## src/rtl/pc_redirect_ctrl.sv

```systemverilog
// Purpose: IF PC-mux redirect controller with trap/MRET sequencing, machine CSRs and pipeline flush.
// Latency: pc_sel/flush combinational in the event cycle; CSR and FSM updates land on the next edge.
// Backpressure: none; the pipeline is killed for FLUSH_CYCLES after a redirect and events are ignored meanwhile.
// Optional feature: define PC_REDIRECT_VECTORED_EN for vectored mtvec (mtvec[0]=1 -> interrupts at base+4*cause).
module pc_redirect_ctrl #(
    parameter int WIDTH        = 32,
    parameter int FLUSH_CYCLES = 1
) (
    input  logic             clk,
    input  logic             rst_n,
    input  logic             br_taken_ex,
    input  logic [WIDTH-1:0] br_target_in,
    input  logic             exc_req,
    input  logic [4:0]       exc_cause,
    input  logic [WIDTH-1:0] exc_pc,
    input  logic             irq,
    input  logic             mret_ex,
    input  logic             csr_we,
    input  logic [11:0]      csr_addr,
    input  logic [WIDTH-1:0] csr_wdata,
    output logic [1:0]       pc_sel,
    output logic [WIDTH-1:0] br_target,
    output logic [WIDTH-1:0] mtvec,
    output logic [WIDTH-1:0] mepc,
    output logic [WIDTH-1:0] mcause,
    output logic             mie,
    output logic             flush
);

    localparam logic [11:0]      ADDR_MSTATUS = 12'h300;
    localparam logic [11:0]      ADDR_MTVEC   = 12'h305;
    localparam logic [11:0]      ADDR_MEPC    = 12'h341;
    localparam logic [11:0]      ADDR_MCAUSE  = 12'h342;
    localparam logic [WIDTH-1:0] ALIGN_MASK   = ~WIDTH'(3);
    localparam int               IRQ_CODE     = 11;
    localparam logic [WIDTH-1:0] IRQ_MCAUSE   = {1'b1, (WIDTH-1)'(IRQ_CODE)};
    localparam logic [1:0]       CNT_LOAD     = 2'(FLUSH_CYCLES - 1);

    localparam logic [1:0] SEL_PC4  = 2'd0;
    localparam logic [1:0] SEL_BR   = 2'd1;
    localparam logic [1:0] SEL_TVEC = 2'd2;
    localparam logic [1:0] SEL_EPC  = 2'd3;

    typedef enum logic {
        IDLE  = 1'b0,
        FLUSH = 1'b1
    } state_t;

    state_t           r_state;
    state_t           w_state_nxt;
    logic [1:0]       r_cnt;
    logic [WIDTH-1:0] r_mtvec;
    logic [WIDTH-1:0] r_mepc;
    logic [WIDTH-1:0] r_mcause;
    logic             r_mie;
    logic             r_mpie;

    // Event decode: only in IDLE and out of reset, priority exc > irq > mret > branch.
    logic w_idle;
    logic w_take_exc;
    logic w_take_irq;
    logic w_take_mret;
    logic w_take_br;
    logic w_event;

    assign w_idle      = rst_n && (r_state == IDLE);
    assign w_take_exc  = w_idle && exc_req;
    assign w_take_irq  = w_idle && !exc_req && irq && r_mie;
    assign w_take_mret = w_idle && !exc_req && !(irq && r_mie) && mret_ex;
    assign w_take_br   = w_idle && !exc_req && !(irq && r_mie) && !mret_ex && br_taken_ex;
    assign w_event     = w_take_exc || w_take_irq || w_take_mret || w_take_br;

    // FSM state register.
    always_ff @(posedge clk) begin
        if (!rst_n) r_state <= IDLE;
        else        r_state <= w_state_nxt;
    end

    // FSM next-state: enter FLUSH on any serviced event, leave when the down-counter expires.
    always_comb begin
        w_state_nxt = r_state;
        case (r_state)
            IDLE:    if (w_event) w_state_nxt = FLUSH;
            FLUSH:   if (r_cnt == 2'd0) w_state_nxt = IDLE;
            default: w_state_nxt = IDLE;
        endcase
    end

    // FSM outputs: redirect select in IDLE, kill while redirecting or flushing, quiet in reset.
    always_comb begin
        pc_sel = SEL_PC4;
        flush  = 1'b0;
        if (rst_n) begin
            if (r_state == FLUSH) begin
                flush = 1'b1;
            end else begin
                flush = w_event;
                if (w_take_exc || w_take_irq) pc_sel = SEL_TVEC;
                else if (w_take_mret)         pc_sel = SEL_EPC;
                else if (w_take_br)           pc_sel = SEL_BR;
            end
        end
    end

    // Kill-window down-counter: loaded on entry, counts down while in FLUSH.
    always_ff @(posedge clk) begin
        if (!rst_n)                              r_cnt <= 2'd0;
        else if (w_event)                        r_cnt <= CNT_LOAD;
        else if (r_state == FLUSH && r_cnt != 0) r_cnt <= r_cnt - 2'd1;
    end

    // mtvec: software-written only; low bits keep the mode flag when vectoring is built in.
    always_ff @(posedge clk) begin
        if (!rst_n) begin
            r_mtvec <= '0;
        end else if (csr_we && csr_addr == ADDR_MTVEC) begin
`ifdef PC_REDIRECT_VECTORED_EN
            r_mtvec <= {csr_wdata[WIDTH-1:2], 1'b0, csr_wdata[0]};
`else
            r_mtvec <= csr_wdata & ALIGN_MASK;
`endif
        end
    end

    // mepc/mcause/mstatus: trap and MRET updates take precedence over a same-cycle CSR write.
    always_ff @(posedge clk) begin
        if (!rst_n) begin
            r_mepc   <= '0;
            r_mcause <= '0;
            r_mie    <= 1'b0;
            r_mpie   <= 1'b0;
        end else if (w_take_exc || w_take_irq) begin
            r_mepc   <= exc_pc & ALIGN_MASK;
            r_mcause <= w_take_irq ? IRQ_MCAUSE : {{(WIDTH-5){1'b0}}, exc_cause};
            r_mpie   <= r_mie;
            r_mie    <= 1'b0;
        end else if (w_take_mret) begin
            r_mie    <= r_mpie;
            r_mpie   <= 1'b1;
        end else if (csr_we) begin
            case (csr_addr)
                ADDR_MSTATUS: begin
                    r_mie  <= csr_wdata[3];
                    r_mpie <= csr_wdata[7];
                end
                ADDR_MEPC:   r_mepc   <= csr_wdata & ALIGN_MASK;
                ADDR_MCAUSE: r_mcause <= csr_wdata;
                default: ;
            endcase
        end
    end

    // Trap-vector presentation: vectored interrupts point at base + 4*cause.
`ifdef PC_REDIRECT_VECTORED_EN
    always_comb begin
        mtvec = r_mtvec;
        if (r_mtvec[0] && w_take_irq)
            mtvec = (r_mtvec & ALIGN_MASK) + WIDTH'(4 * IRQ_CODE);
    end
`else
    assign mtvec = r_mtvec;
`endif

    assign br_target = br_target_in;
    assign mepc      = r_mepc;
    assign mcause    = r_mcause;
    assign mie       = r_mie;

endmodule

```

## config.mk

```make
export PLATFORM = sky130hd
export DESIGN_NAME = pc_redirect_ctrl
export DESIGN_NICKNAME = d
export VERILOG_FILES = /design/src/rtl/pc_redirect_ctrl.sv
export SDC_FILE = /design/constraint.sdc
export NUM_CORES = 1
export LEC_CHECK = 0
export BUFFER_PORTS_ARGS = -buffer_cell sky130_fd_sc_hd__buf_2
export CAP_MARGIN = 25
export CORE_AREA = 2 2 115 117
export CTS_BUF_LIST = sky130_fd_sc_hd__clkbuf_4 sky130_fd_sc_hd__clkbuf_8
export CTS_CLUSTER_DIAMETER = 200
export DETAILED_ROUTE_END_ITERATION = 6
export DIE_AREA = 0 0 117 119
export GPL_ROUTABILITY_DRIVEN = 0
export PLACE_DENSITY = 0.74
export SETUP_SLACK_MARGIN = 0.15
export SLEW_MARGIN = 5
export SYNTH_ARGS = -nofsm -noshare
export SYNTH_HDL_FRONTEND = slang
export SYNTH_SLANG_ARGS = --single-unit
```

## constraint.sdc

```tcl
create_clock -name clk -period 4 [get_ports clk]
set_input_delay 0.4 -clock clk [delete_from_list [all_inputs] [get_ports clk]]
set_output_delay 0.4 -clock clk [all_outputs]
set_load 0.05 [all_outputs]
```

* Word-level counts from Yosys, hierarchy flattened
Index checks and enable logic that the tools add are counted.
** Storage, ports and cells
- Bits in registers :: 97
- Output and inout port bits :: 132
- Word-level logic and storage cells :: 74
** Operators by class
- $add $sub $neg :: 1
- Eq/ne operators :: 5
- Muxes and demuxes :: 26
- Bitwise operators :: 2
- Reduce and logical (&&, ||, !) cells :: 33
** Operators by type and width (number)
- $mux 32 :: 9
- $eq 12x10->1 const B :: 4
- $logic_and 1x1->1 :: 12
- $mux 1 :: 12
- $reduce_bool 2->1 :: 6
- $mux 2 :: 4
- $reduce_and 3->1 :: 2
- $reduce_bool 3->1 :: 2
- $reduce_and 2->1 :: 2
- $reduce_or 2->1 :: 2
- $logic_not 1->1 :: 3
- $logic_or 1x1->1 :: 3
- $logic_not 2->1 :: 1
- $ne 2x1->1 const B :: 1
- $not 1->1 :: 2
- $pmux 1 s2 :: 1
- $sub 2x1->2 const B :: 1

* Depth between registers and ports, before layout
- Depth after elaboration :: 11
- Mapped depth :: 8
- Depth with buffers taken out :: 6

* Least setup slack after synthesis
OpenSTA, ideal clock, no wires.
- Kind :: input to register
- From :: in csr_addr[3]
- To :: reg r_mepc[10] (netlist: mepc[10])
- Library setup time :: 0.132 ns
- Data arrival time :: 1.948 ns
- Data required time :: 3.868 ns
- Slack :: 1.920 ns
- Stages :: 6
- Buffers on the path :: 2
- Path through :: or4_4 buf_6 or4_4 buf_6 o211ai_1 a21oi_1
** On the way
- Word-level cells in the longest chain between the ends :: 3
** Ends and longest elaborated chain
- start, declared :: RTL line 19 : input logic [11:0] csr_addr,
- $eq 12x10->1 :: RTL line 141 : case (csr_addr)
- $reduce_bool 2->1 (no source line)
- $reduce_and 3->1 (no source line)
- end signal, assigned :: RTL line 133 : r_mepc <= exc_pc & ALIGN_MASK;
- end signal, assigned :: RTL line 146 : ADDR_MEPC: r_mepc <= csr_wdata & ALIGN_MASK;
- end, declared :: RTL line 53 : logic [WIDTH-1:0] r_mepc;
Every way passes these cells.
A chain may end at the register's enable or synchronous reset.

* Final worst setup path
- From :: reg r_state
- To :: out pc_sel[1]
** On the way
- Word-level cells in the longest chain between the ends :: 9
- Elaborated cells between the ends (all ways) :: 13
- Classes of those cells :: mux: 4; bitwise: 1; reduce/logical: 8
** Ends and longest elaborated chain
- start, declared :: RTL line 49 : state_t r_state;
- start signal, assigned :: RTL line 76 : else r_state <= w_state_nxt;
- $not 1->1 :: RTL line 66 : assign w_idle = rst_n && (r_state == IDLE);
- $logic_and 1x1->1 :: RTL line 66
- $logic_and 1x1->1 :: RTL line 68, 69
- $logic_and 1x1->1, on equally long branches (2 in series) :: RTL line 69, 68
- $mux 2 / $logic_or 1x1->1 (equally long branches) :: RTL line 99, 98
- $mux 2 :: RTL line 98 : if (w_take_exc || w_take_irq) pc_sel = SEL_TVEC;
- $mux 2 (*) :: RTL line 94 : if (r_state == FLUSH) begin
- $mux 2 (*) :: RTL line 93 : if (rst_n) begin
- end, declared :: RTL line 21 : output logic [1:0] pc_sel,
Mark *: on every way between the ends. The rest lies on a longest branch, timed or not.

==> metrics.log <==
INFO  metric worstSetupPathType = register to primary output
INFO  metric detailedPlacementHpwl = 10.4 mm
INFO  metric final-max-slew-violation-count = 0
INFO  metric cts.path.max_buffers = 2
INFO  metric post_synth_inst_count = 484
INFO  metric post-route-period-util = 61.5%
INFO  metric synth_edf_count = 0
INFO  metric max_clock_freq = 0.406 GHz
INFO  metric vdd_drop_max = 0.000207 V
INFO  metric grt_remaining_overflow = 0
INFO  metric p_leak = 2.29 nW
INFO  metric wl_per_cell = 18.4 um
INFO  metric final_nets = 733
INFO  metric core_area = 12900 um^2
INFO  metric detail_route.drc_violations = 0
INFO  metric cp_data_required_time = 3.60 ns
INFO  metric synth_cell_type_count = 46
INFO  metric start_util = 33.7%
INFO  metric ant_nets = 0
INFO  metric fraction_of_synthesis_flops_using_an_asynchronous_set_or_reset_pin = 0%
INFO  metric final_hold_viol_count = 0
INFO  metric cts_resized = 0
INFO  metric synth_area_per_cell = 8.97 um^2
INFO  metric die-width = 117 um
INFO  metric clock_latency = 0.37 ns
INFO  metric cts.repair_timing.setup_buffer_count = 0
INFO  metric grt_pass1_wl = 22.0 mm
INFO  metric yosysTopAreaCellShare = 44.8%
INFO  metric global_route.usage.total = 20.6%
INFO  metric detail_route.wirelength = 14.6 mm
INFO  metric synth_warnings = 0
INFO  metric tritoncts_num_sinks = 97
INFO  metric std_cell_rows = 42
INFO  metric avgViaCountPerCell = 5.46
INFO  metric final_period_minus_worst_setup_slack = 2.46 ns
INFO  metric worst_max_slew_margin_expressed_relative_to_the_limit = 40.7%
INFO  metric cts_root_buffer = sky130_fd_sc_hd__clkbuf_8
INFO  metric synth.most_common_cell = sky130_fd_sc_hd__dfxtp_1
INFO  metric port_buffers = 181
INFO  metric setup-tns-final = 0 ns
INFO  metric synthDominantAreaCellType = sky130_fd_sc_hd__dfxtp_1
INFO  metric worst-endpoint-arrival = 2.06 ns
INFO  metric clock_tree_from_tritoncts = built
INFO  metric power.density_cell_area = 361 nW/um^2
INFO  metric final_layout_size_suffix_gt1_share = 37.0%
INFO  metric dominant_synthesized_flop_cell = sky130_fd_sc_hd__dfxtp_1
INFO  metric layout.filler_cells = 1302
INFO  metric cts_hold_repair.buffers = 0
INFO  metric detailedRoute.firstIterationViolations = 326
INFO  metric run_status = completed
INFO  metric mappedNetlistArea = 4340 um^2
INFO  metric diodes = 0
INFO  metric ff_latch_count_synth = 97
INFO  metric worst_setup_path_end_kind = primary output
INFO  metric cts.htree.levels = 3
INFO  metric fin_worst_skew = 0.00966 ns
INFO  metric tightest_slew = 0.884 ns
INFO  metric antenna_violations_before_repair = 0
INFO  metric ios = 252
INFO  metric clk_transition_reported_paths = 0.11 ns
INFO  metric hold_path_class = input port to register
INFO  metric vias = 4327
INFO  metric synth.cells.most_frequent = sky130_fd_sc_hd__dfxtp_1, sky130_fd_sc_hd__a21oi_1, sky130_fd_sc_hd__o21ai_0
INFO  metric worst_setup_path_start_kind = register
INFO  metric setup_violations = 0
INFO  metric synth.yosys.seq_area_share = 44.8%
INFO  metric layout-area-overhead-vs-synth = 22.6%
INFO  metric cts_made_buffers = 9
INFO  metric die_height = 119 um
INFO  metric vias_in_the_first_global_route = 4032
INFO  metric hold_slack = 0.265 ns
INFO  metric first_pass_iters = 5
INFO  metric max-cap-violations = 0
INFO  metric die_area = 13900 um^2
INFO  metric grt_max_degree = 42
INFO  metric post_synth_main_area_contributors = sky130_fd_sc_hd__dfxtp_1, sky130_fd_sc_hd__a21oi_1, sky130_fd_sc_hd__buf_4
INFO  metric grt_setup_unrepaired = false
INFO  metric critPathMaxFanout = 17
## state kept, by name, indices dropped and copies added, names as in the netlist
register and cells:
mcause 32, mepc 30, mtvec 30, r_cnt 2, mie 1, r_mpie 1, r_state 1
## power breakdown
part           switching, mW  internal (mW)  leakage (nW)
sequential            0.0123          0.988         0.786
combinational          0.220         0.0871          1.41
clock                  0.373          0.241        0.0915
total                  0.605           1.32          2.29
## stage by stage
| stage | std cells | power, mW | area (um^2) | setup slack [ns] | util (%) |
|---|---|---|---|---|---|
| after floorplan | 487 | 1.30 | 4350 | 1.92 | - |
| after global placement | 774 | 1.33 | 5080 | 1.25 | 39.5 |
| after detailed placement | 775 | 1.33 | 5110 | 1.39 | 39.7 |
| after CTS | 791 | 1.94 | 5290 | 1.53 | 41.1 |
| after global routing | 793 | 2.01 | 5320 | 1.42 | 41.3 |
| final | 793 | 1.92 | 5320 | 1.54 | 41.3 |
## cell type report
class                   instances  area [um^2]  share of cell area (%)
clock buffers                  10          131                    2.47
well taps                     176          220                    4.14
flip-flops and latches         97         1940                    36.5
multi-input cells             300         1890                    35.6
repair buffers                197         1060                    19.9
inverters                       7         26.3                   0.494
clock inverters                 6         47.5                   0.894
## logic make-up after synthesis
group	synth area share (%)
AOI/OAI and AO/OA	31.8
DFF	44.8
buffers and inverters	12.3
and+or+nand+nor	9.49
muxes	1.21
adders and majority gates	0.288
other	0.0864
## placed cells by master (no fill, tap or decap), types with 2 or more instances in the layout
cell / n
sky130_fd_sc_hd__nor3_2: 2
sky130_fd_sc_hd__o211ai_1: 13
sky130_fd_sc_hd__nor2_1: 6
sky130_fd_sc_hd__nor2b_1: 2
sky130_fd_sc_hd__o21ai_0: 58
sky130_fd_sc_hd__a31oi_1: 16
sky130_fd_sc_hd__a22o_1: 26
sky130_fd_sc_hd__nand2_1: 5
sky130_fd_sc_hd__nor3_1: 2
sky130_fd_sc_hd__o211ai_2: 3
sky130_fd_sc_hd__nand3_1: 32
sky130_fd_sc_hd__a211oi_1: 4
sky130_fd_sc_hd__clkbuf_8: 9
sky130_fd_sc_hd__nand3b_1: 3
sky130_fd_sc_hd__dfxtp_1: 97
sky130_fd_sc_hd__a21oi_1: 63
sky130_fd_sc_hd__a32oi_1: 17
sky130_fd_sc_hd__a21o_1: 2
sky130_fd_sc_hd__and3_1: 2
sky130_fd_sc_hd__mux2i_1: 3
sky130_fd_sc_hd__inv_6: 4
sky130_fd_sc_hd__buf_8: 2
sky130_fd_sc_hd__buf_2: 181
sky130_fd_sc_hd__inv_1: 6
sky130_fd_sc_hd__mux2_2: 2
sky130_fd_sc_hd__conb_1: 4
sky130_fd_sc_hd__or4_4: 2
sky130_fd_sc_hd__nand2b_1: 2
sky130_fd_sc_hd__o21ai_1: 10
sky130_fd_sc_hd__and2_1: 2
sky130_fd_sc_hd__buf_4: 13
## worst max-delay path: stages, from the launching register on
cell and delay [ns]:
sky130_fd_sc_hd__dfxtp_1 0.40, sky130_fd_sc_hd__nor2b_1 0.44, sky130_fd_sc_hd__o21ai_1 0.20, sky130_fd_sc_hd__buf_4 0.25
sky130_fd_sc_hd__inv_1 0.12, sky130_fd_sc_hd__buf_2 0.27
## per-layer routing
layer / wire length [um] / up-vias / GRT usage, %
met4: 404 / 0 / 8.75
met3: 1330 / 44 / 5.45
met5: 0 / - / 0
li1: - / 2032 / -
met1: 6360 / 2017 / 27.1
met2: 6500 / 234 / 31.6
## worst paths after layout
check                          from                 endpoint  slack, ns  depth (start not counted)
max              r_state$_SDFF_PN0_                pc_sel[1]       1.54                          5
min                   csr_wdata[18]  mcause[18]$_SDFFE_PN0P_       0.26                          2
max reg2reg      r_state$_SDFF_PN0_  mcause[29]$_SDFFE_PN0P_       1.69                          6
min reg2reg  mcause[0]$_SDFFE_PN0P_   mcause[0]$_SDFFE_PN0P_       0.47                          2
Note: power is estimated with default switching activity, not from simulation.
